==> config.mk <==
export PLATFORM = sky130hd
export DESIGN_NAME = param_data_memory_flat
export DESIGN_NICKNAME = d
export VERILOG_FILES = /design/src/rtl/dmem_pkg.sv /design/src/rtl/param_data_memory_if.sv /design/src/rtl/dmem_array.sv /design/src/rtl/param_data_memory.sv /design/src/flat_wrapper.sv
export SDC_FILE = /design/constraint.sdc
export NUM_CORES = 2
export LEC_CHECK = 0
export CORE_ASPECT_RATIO = 1.2
export CORE_MARGIN = 2
export CORE_UTILIZATION = 50
export DETAILED_ROUTE_END_ITERATION = 8
export PLACE_DENSITY = 0.65
export SLEW_MARGIN = 10
export SYNTH_ARGS = -nofsm -noshare
export SYNTH_HDL_FRONTEND = slang
export SYNTH_SLANG_ARGS = --single-unit
==> constraint.sdc <==
create_clock -name clk -period 7.65 [get_ports clk]
set_input_delay 1.53 -clock clk [delete_from_list [all_inputs] [get_ports clk]]
set_output_delay 1.53 -clock clk [all_outputs]
set_load 0.005 [all_outputs]
==> src/rtl/dmem_pkg.sv <==
// Shared definitions for the parametrised data memory.
//   dmem_state_t : controller state (post-reset clear sweep, then normal run)
//   DMEM_DATA_W  : default data word width
//   DMEM_ADDR_W  : default word address width
package dmem_pkg;

  typedef enum logic {
    S_CLEAR,
    S_RUN
  } dmem_state_t;

  localparam int DMEM_DATA_W = 8;
  localparam int DMEM_ADDR_W = 8;

endpackage

==> src/rtl/param_data_memory_if.sv <==
// Request/response bundle between the load/store unit and the data memory.
//   req_valid/req_ready : request handshake (accepted when both high)
//   req_we              : 1 = write, 0 = read
//   req_addr/req_wdata  : word address and write data
//   rd_valid/rd_data    : registered read response, one pulse per read
//   err                 : pulse for an accepted out-of-range request
// master = load/store unit side, slave = memory side.
interface param_data_memory_if
  import dmem_pkg::*;
#(
  parameter int DATA_W = DMEM_DATA_W,
  parameter int ADDR_W = DMEM_ADDR_W
);

  logic              req_valid;
  logic              req_ready;
  logic              req_we;
  logic [ADDR_W-1:0] req_addr;
  logic [DATA_W-1:0] req_wdata;
  logic              rd_valid;
  logic [DATA_W-1:0] rd_data;
  logic              err;

  modport master (
    output req_valid, req_we, req_addr, req_wdata,
    input  req_ready, rd_valid, rd_data, err
  );

  modport slave (
    input  req_valid, req_we, req_addr, req_wdata,
    output req_ready, rd_valid, rd_data, err
  );

endinterface

==> src/rtl/dmem_array.sv <==
// Storage for the data memory: DEPTH words of DATA_W bits, one synchronous
// write port and one synchronous registered read port. No reset.
//   clk          : clock
//   we/waddr/wdata : write port
//   re/raddr     : read enable and address; rdata updates only when re=1
//   rdata        : registered read data
module dmem_array
  import dmem_pkg::*;
#(
  parameter int DATA_W = DMEM_DATA_W,
  parameter int ADDR_W = DMEM_ADDR_W,
  parameter int DEPTH  = 256
) (
  input  logic              clk,
  input  logic              we,
  input  logic [ADDR_W-1:0] waddr,
  input  logic [DATA_W-1:0] wdata,
  input  logic              re,
  input  logic [ADDR_W-1:0] raddr,
  output logic [DATA_W-1:0] rdata
);

  logic [DATA_W-1:0] mem [DEPTH];

  always_ff @(posedge clk) begin
    if (we) mem[waddr] <= wdata;
    if (re) rdata <= mem[raddr];
  end

endmodule

==> src/rtl/param_data_memory.sv <==
// Parametrised single-port data memory with valid/ready requests, a
// post-reset clear sweep and out-of-range detection.
//   clk, rst_n : clock, asynchronous active-low reset
//   bus        : slave side of param_data_memory_if (request + read response)
//   init_done  : high once every word has been written with CLEAR_VAL
module param_data_memory
  import dmem_pkg::*;
#(
  parameter int                DATA_W    = DMEM_DATA_W,
  parameter int                ADDR_W    = DMEM_ADDR_W,
  parameter int                DEPTH     = 256,
  parameter logic [DATA_W-1:0] CLEAR_VAL = '0
) (
  input  logic                  clk,
  input  logic                  rst_n,
  param_data_memory_if.slave    bus,
  output logic                  init_done
);

  // One extra bit so DEPTH == 2**ADDR_W is representable without wrap.
  localparam logic [ADDR_W:0] DEPTH_X = (ADDR_W+1)'(DEPTH);
  localparam logic [ADDR_W:0] LAST    = (ADDR_W+1)'(DEPTH - 1);

  dmem_state_t       state;
  logic [ADDR_W:0]   clear_ptr;
  logic              ready_q;
  logic              rd_valid_q;
  logic              err_q;
  logic              rd_zero;
  logic              accept;
  logic              in_range;
  logic              mem_we;
  logic              mem_re;
  logic [ADDR_W-1:0] mem_waddr;
  logic [DATA_W-1:0] mem_wdata;
  logic [DATA_W-1:0] mem_rdata;

  assign in_range = {1'b0, bus.req_addr} < DEPTH_X;
  assign accept   = bus.req_valid && ready_q;

  // Write port is owned by the sweep in S_CLEAR and by requests in S_RUN.
  always_comb begin
    mem_we    = 1'b0;
    mem_waddr = bus.req_addr;
    mem_wdata = bus.req_wdata;
    mem_re    = accept && !bus.req_we && in_range;
    if (state == S_CLEAR) begin
      mem_we    = 1'b1;
      mem_waddr = clear_ptr[ADDR_W-1:0];
      mem_wdata = CLEAR_VAL;
    end else if (accept && bus.req_we && in_range) begin
      mem_we = 1'b1;
    end
  end

  dmem_array #(
    .DATA_W (DATA_W),
    .ADDR_W (ADDR_W),
    .DEPTH  (DEPTH)
  ) u_array (
    .clk   (clk),
    .we    (mem_we),
    .waddr (mem_waddr),
    .wdata (mem_wdata),
    .re    (mem_re),
    .raddr (bus.req_addr),
    .rdata (mem_rdata)
  );

  // The storage read register has no reset, so a reset-able flag forces
  // rd_data to zero after reset and after an out-of-range read; the array
  // register only moves on in-range reads, giving the hold behaviour.
  always_ff @(posedge clk or negedge rst_n) begin
    if (!rst_n) begin
      state      <= S_CLEAR;
      clear_ptr  <= '0;
      ready_q    <= 1'b0;
      init_done  <= 1'b0;
      rd_valid_q <= 1'b0;
      err_q      <= 1'b0;
      rd_zero    <= 1'b1;
    end else begin
      rd_valid_q <= accept && !bus.req_we;
      err_q      <= accept && !in_range;
      if (accept && !bus.req_we) rd_zero <= !in_range;
      if (state == S_CLEAR) begin
        clear_ptr <= clear_ptr + 1'b1;
        if (clear_ptr == LAST) begin
          state     <= S_RUN;
          ready_q   <= 1'b1;
          init_done <= 1'b1;
        end
      end
    end
  end

  assign bus.req_ready = ready_q;
  assign bus.rd_valid  = rd_valid_q;
  assign bus.err       = err_q;
  assign bus.rd_data   = rd_zero ? '0 : mem_rdata;

endmodule

==> src/flat_wrapper.sv <==
// flat-port wrapper written by rule: the top's interface ports become plain ports
module param_data_memory_flat import dmem_pkg::*;
#(
  parameter int                DATA_W    = DMEM_DATA_W,
  parameter int                ADDR_W    = DMEM_ADDR_W,
  parameter int                DEPTH     = 256,
  parameter logic [DATA_W-1:0] CLEAR_VAL = '0
)
  (clk, rst_n, init_done, bus_req_valid, bus_req_we, bus_req_addr, bus_req_wdata, bus_req_ready, bus_rd_valid, bus_rd_data, bus_err);
  param_data_memory_if #(.DATA_W(DATA_W), .ADDR_W(ADDR_W)) bus_i ();
  input  logic clk;
  input  logic rst_n;
  output logic init_done;
  input wire logic [$bits(bus_i.req_valid)-1:0] bus_req_valid;
  input wire logic [$bits(bus_i.req_we)-1:0] bus_req_we;
  input wire logic [$bits(bus_i.req_addr)-1:0] bus_req_addr;
  input wire logic [$bits(bus_i.req_wdata)-1:0] bus_req_wdata;
  output wire logic [$bits(bus_i.req_ready)-1:0] bus_req_ready;
  output wire logic [$bits(bus_i.rd_valid)-1:0] bus_rd_valid;
  output wire logic [$bits(bus_i.rd_data)-1:0] bus_rd_data;
  output wire logic [$bits(bus_i.err)-1:0] bus_err;
  assign bus_i.req_valid = bus_req_valid;
  assign bus_i.req_we = bus_req_we;
  assign bus_i.req_addr = bus_req_addr;
  assign bus_i.req_wdata = bus_req_wdata;
  assign bus_req_ready = bus_i.req_ready;
  assign bus_rd_valid = bus_i.rd_valid;
  assign bus_rd_data = bus_i.rd_data;
  assign bus_err = bus_i.err;
  param_data_memory #(.DATA_W(DATA_W), .ADDR_W(ADDR_W), .DEPTH(DEPTH), .CLEAR_VAL(CLEAR_VAL)) u_core (.clk(clk), .rst_n(rst_n), .bus(bus_i), .init_done(init_done));
endmodule
== After elaboration in Yosys (flattened, before gate mapping) ==
Memory sizes are Yosys's and may differ from the RTL's. A register that Yosys moved wholly into a read port is not among the register bits.
Cells that the tools add are included.
W data, S select, Z words.
Operators by class
  bitwise gates (word level): 1
  add/subtract/negate cells: 1
  equality and inequality tests: 1
  muxes and demuxes: 9
  reduce and logical (&&, ||, !) cells: 5
Operators by type and width (count)
  $mux W8: 3
  $add A9 B1 Y9 const B: 1
  $eq A9 B8 Y1 const B: 1
  $mux W1: 6
  $logic_and A1 B1 Y1: 3
  $reduce_and A2 Y1: 1
  $logic_not A1 Y1: 1
  $not A1 Y1: 1
Storage, ports and cells
  bits of input ports: 20
  register bits after elaboration: 13
  output and inout port bits: 12
  RAM bits: 2048
  word-level logic and storage cells: 23
  memories kept: 1
Memory list
  u_core.u_array.mem: words 256, width 8, rd ports 1, clocked after memory_dff 1, write ports 1, line dmem_array.sv:23  | logic [DATA_W-1:0] mem [DEPTH];

== Logic depth before layout (Yosys ltp) ==
  depth after elaboration: 6
  mapped depth: 12
  depth with buffers taken out: 6

== Hierarchy ==
A second synthesis with hierarchy kept.
Second synthesis, totals
  cells, all modules: 3805
  area total of the unflattened synthesis: 80393.4 um^2
By module, submodules not included
  dmem_array: cells each 3733, sequential area each 61739.2 um^2, instances 1, area each 79636.4 um^2
  param_data_memory: cells each 72, sequential area each 326.6 um^2, instances 1, area each 757.0 um^2

== Least setup slack after synthesis ==
Ideal clock, no wire load.
  path kind: in2reg
  from: in bus_req_wdata[6]
  to: mem u_core.u_array.mem[0][6] (netlist bit) (data pin)
  stages: 1
  buffers on the path: 0
  path slack: 2.007 ns
  library setup time: 0.869 ns
  data arrival time: 4.774 ns
  required time: 6.781 ns
  cell sequence: and2_1
On the way
  cells in the longest elaborated chain, start to end: 1
RTL lines
  start: declaration: line flat_wrapper.sv:17  | input wire logic [$bits(bus_i.req_wdata)-1:0] bus_req_wdata;
  $mux W8: line param_data_memory.sv:47  | if (state == S_CLEAR) begin
  end: declaration: line dmem_array.sv:23
No other way between the ends.

== Worst setup path in the final report ==
  from: in bus_req_addr[5]
  to: mem u_core.u_array.mem[31][5] (netlist bit) (enable)
On the way
  cells in the longest elaborated chain, start to end: 1
RTL lines
  start: declaration: line flat_wrapper.sv:16  | input wire logic [$bits(bus_i.req_addr)-1:0] bus_req_addr;
  $mux W8: line param_data_memory.sv:47
No other way between the ends.

==> out/metrics.csv <==
stage,metric,value,unit
run_status,outcome,finished clean,
synth,synth_flop_cell,edfxtp_1,
placed_design,portBuffers,30,
sta,maxSlewHeadroom,25.65,%
worst_setup_path,path_delay_family,simple AND/OR/NAND/NOR gates,
worst_setup_path,critPathMaxStageDelay,1.02,ns
grt,grt_pass1_vias,39490,
sta,hold-worst-slack,0.5323,ns
pwr,peakVddDrop,0.2330,mV
routing,drc_errors,0,
synth,yosys_register_bits,2069,
synth,synth_cell_type_count,62,
cts,clk_latency,0.84,ns
grt,grt_pass1_wl,282700,um
cts,ctsHoldBuffers,0,
sta,fin_skew,0.04337,ns
cts,numCtsBuffers,190,
worst_setup_path,reg2regPathDepth,5,
worst_setup_path,path_buf_inv,1,
routing,firstDrtPassIters,5,
cts,cts_tree,yes,
pwr,power,22.27,mW
cts,htreeDepth,4,
cts,clk_pin_slew,0.07,ns
worst_setup_path,path_max_fanout,16,
sta,max_clock_freq,182.9,MHz
routing,wl_per_cell,31.29,um
worst_setup_path,cp_data_arrival_time,5.92,ns
placed_design,dp_hpwl,121400,um
grt,grt_max_degree,161,
routing,ant_nets,0,
floorplan,die_area,164300,sq um
worst_setup_path,cp-end-kind,register,
sta,slew_violations,0,
synth,synth_nets,3940,
final_layout,nNetsFinal,4014,
cts,cts_resized,0,
synth,async_flop_share,0.6283,%
floorplan,dieWidth,370.4,um
worst_setup_path,crit_slowest_cell,o21ai_0,
pwr,powerDensity,249.8,nW/um^2
synth,yosysWarnings,0,
sta,setup_violations,0,
worst_setup_path,cp.required,8.10,ns
cts,clock_path_buffers,3,
floorplan,io_pins,32,
cts,cts_root_buf,clkbuf_16,
final_layout,post-route-util,55.67,%
grt,antenna_found_initial,4,
synth,seq_area_frac_synth,77.07,%
routing,drt_wl_total,196000,um
worst_setup_path,setup.worst_path.class,in2reg,
routing,drtIter0Drc,4789,
sta,hold_violations,0,
worst_setup_path,startpoint_type,input pin,
worst_setup_path,crit_chain,"clkdlybuf4s50_1, nand2b_1, o21ai_0, nand2_1, nor2_1",
run,cap_viol_max_count,0,
sta,rsz0062_at_grt,false,
cts,cts_sinks,2069,
grt,grt_usage,23.97,%
routing,viasPerCell,6.308,
sta,worstMarginPinSlew,1.115,ns
routing,vias,39521,
floorplan,fp-row-count,161,
sta,tns,0,ns
final_layout,drive_gt1_share,20.20,%
sta,fin_crit_sh,71.49,%
synth,synth_area,80530,sq um
placed_design,routabilityCongestion,0.8747,
floorplan,start_util,50.29,%
synth,syn_inst,3918,
synth,synth_edf_count,2056,
pwr,leakagePower,22.62,nW
final_layout,area.growth.synth_to_final,10.71,%
worst_hold_path,hold_class,reg2reg,
grt,grt_overflow_total,0,
synth,synth.avg_cell_area,20.56,sq um
floorplan,coreArea,160100,sq um
floorplan,die_y,443.6,um
cts,postCtsSetupBuffers,0,
worst_hold_path,holdPathStages,2,
worst_setup_path,path_depth,5,
sta,layout_min_cycle_time,5.469,ns
==> metal layers <==
metal  part of all wire, %  vias up  GRT usage [%]
li1                      -    16452              -
met1                    39    20834          33.03
met4                   4.3        2          9.911
met3                   7.5      358          3.838
met5                0.0066        -              0
met2                    49     1875          38.40
==> cell usage after synthesis (3+ instances only) <==
cell type	instances	area [sq um]
o21ai_0	21	105.1
a31oi_1	18	112.6
nand2b_1	10	62.56
buf_4	44	330.3
clkbuf_1	86	322.8
nand4_1	8	50.05
and2_1	13	81.33
nand2_1	78	292.8
a22oi_1	163	1224
a211oi_1	8	60.06
mux4_2	419	9437
buf_8	7	105.1
or3_1	6	37.54
o311a_1	5	50.05
nor4_2	3	37.54
mux2_2	11	123.9
o211ai_1	5	37.54
nor2_1	284	1066
a21o_1	3	22.52
buf_12	6	120.1
or2_2	4	25.02
buf_1	8	30.03
o22a_1	5	43.79
and3_1	3	18.77
dfrtp_1	12	300.3
a22o_1	9	78.83
nand3_1	38	190.2
inv_1	5	18.77
mux2i_1	177	1772
a21oi_1	108	540.5
a221oi_1	18	157.7
nand3b_1	12	90.09
buf_2	73	365.4
buf_6	18	202.7
nor3_1	16	80.08
nor2b_1	23	143.9
edfxtp_1	2056	61740
o22ai_1	29	181.4
xnor2_1	5	43.79
o221ai_1	32	280.3
o21ai_1	8	40.04
a311oi_1	10	87.58
nor4_1	24	150.1
==> tightest hold or removal path, cell delays in order (launching register included) <==
cell,delay [ns]
dfrtp_1,0.32
inv_1,0.05
mux2i_1,0.11
==> report_power, final <==
| group | internal, mW | switching, mW |
|---|---|---|
| logic | 0.216 | 0.413 |
| registers | 12.3 | 0 |
| clock network | 5.24 | 4.14 |
| total | 17.7 | 4.55 |
==> cell families (layout without fill, tap and decap cells) <==
kind of cell,count (synthesis),count (layout),synth area share (%)
AO/OA/AOI/OAI,456,456,3.934
buffers and inverters,248,474,1.861
multiplexers,607,607,14.07
adder cells (fa/ha/maj),2,2,0.03107
flip-flops,2069,2069,77.07
XOR/XNOR,7,7,0.07613
AND/OR/NAND/NOR,528,528,2.955
other,1,3,0.004656
==> metrics by stage <==
step	cells	cell area (sq um)	worst slack, ns
final	6265	89160	2.181
after global routing	6265	89160	2.217
after CTS	6263	89150	2.447
after detailed placement	5919	83020	1.523
after global placement	5919	83020	1.567
after floorplan	3918	80530	2.007
==> area by class of cell <==
type | instances | area (sq um)
fill | 11798 | 70990
sequential | 2069 | 62070
multi-input combinational | 1601 | 17080
clock buffer | 221 | 4977
tap | 2119 | 2651
timing repair buffer | 124 | 1214
clock inverter | 123 | 1145
inverter | 6 | 22.52
antenna | 2 | 5.005
==> flip-flops by register name, indices dropped and copies added (netlist names) <==
signal                flops
u_core.state              1
u_core.clear_ptr          9
u_core.bus.rd_valid       1
u_core.u_array.rdata      8
u_core.u_array.mem     2048
u_core.bus.req_ready      1
u_core.rd_zero            1
==> final timing paths <==
check | startpoint | endpoint | slack [ns]
setup reg to reg | u_core.state | u_core.u_array.mem[31][5] | 3.15
max in group asynchronous | rst_n | u_core.clear_ptr[3] | 5.95
hold / removal | u_core.clear_ptr[8] | u_core.clear_ptr[8] | 0.53
hold reg to reg | u_core.clear_ptr[8] | u_core.clear_ptr[8] | 0.53
setup / recovery | bus_req_addr[5] | u_core.u_array.mem[31][5] | 2.18
min in group asynchronous | rst_n | u_core.bus.rd_valid | 1.18
==> cells in the final DEF (no fill, tap or decap), types with 6 or more instances in the layout <==
master,instances
buf_12,17
nand2b_1,9
nand4_1,8
edfxtp_1,2056
inv_6,6
clkinv_1,49
clkinvlp_4,12
nor2b_1,19
mux4_2,419
clkbuf_16,195
nor2_1,282
and2_4,8
nor3_1,16
or3_1,6
nand2_1,78
a31oi_1,18
bufinv_16,17
a311oi_1,10
o22ai_1,29
o221ai_1,32
nor4_1,22
nand3b_1,12
a211oi_1,8
mux2i_1,177
a22oi_1,163
o21ai_0,21
a221oi_1,18
a22o_1,9
a21oi_1,108
clkinv_2,30
dfrtp_1,12
nand3_1,34
o21ai_1,8
clkbuf_1,26
mux2_2,11
clkdlybuf4s50_1,25
buf_4,77
Power figures use the tool's default switching activity.
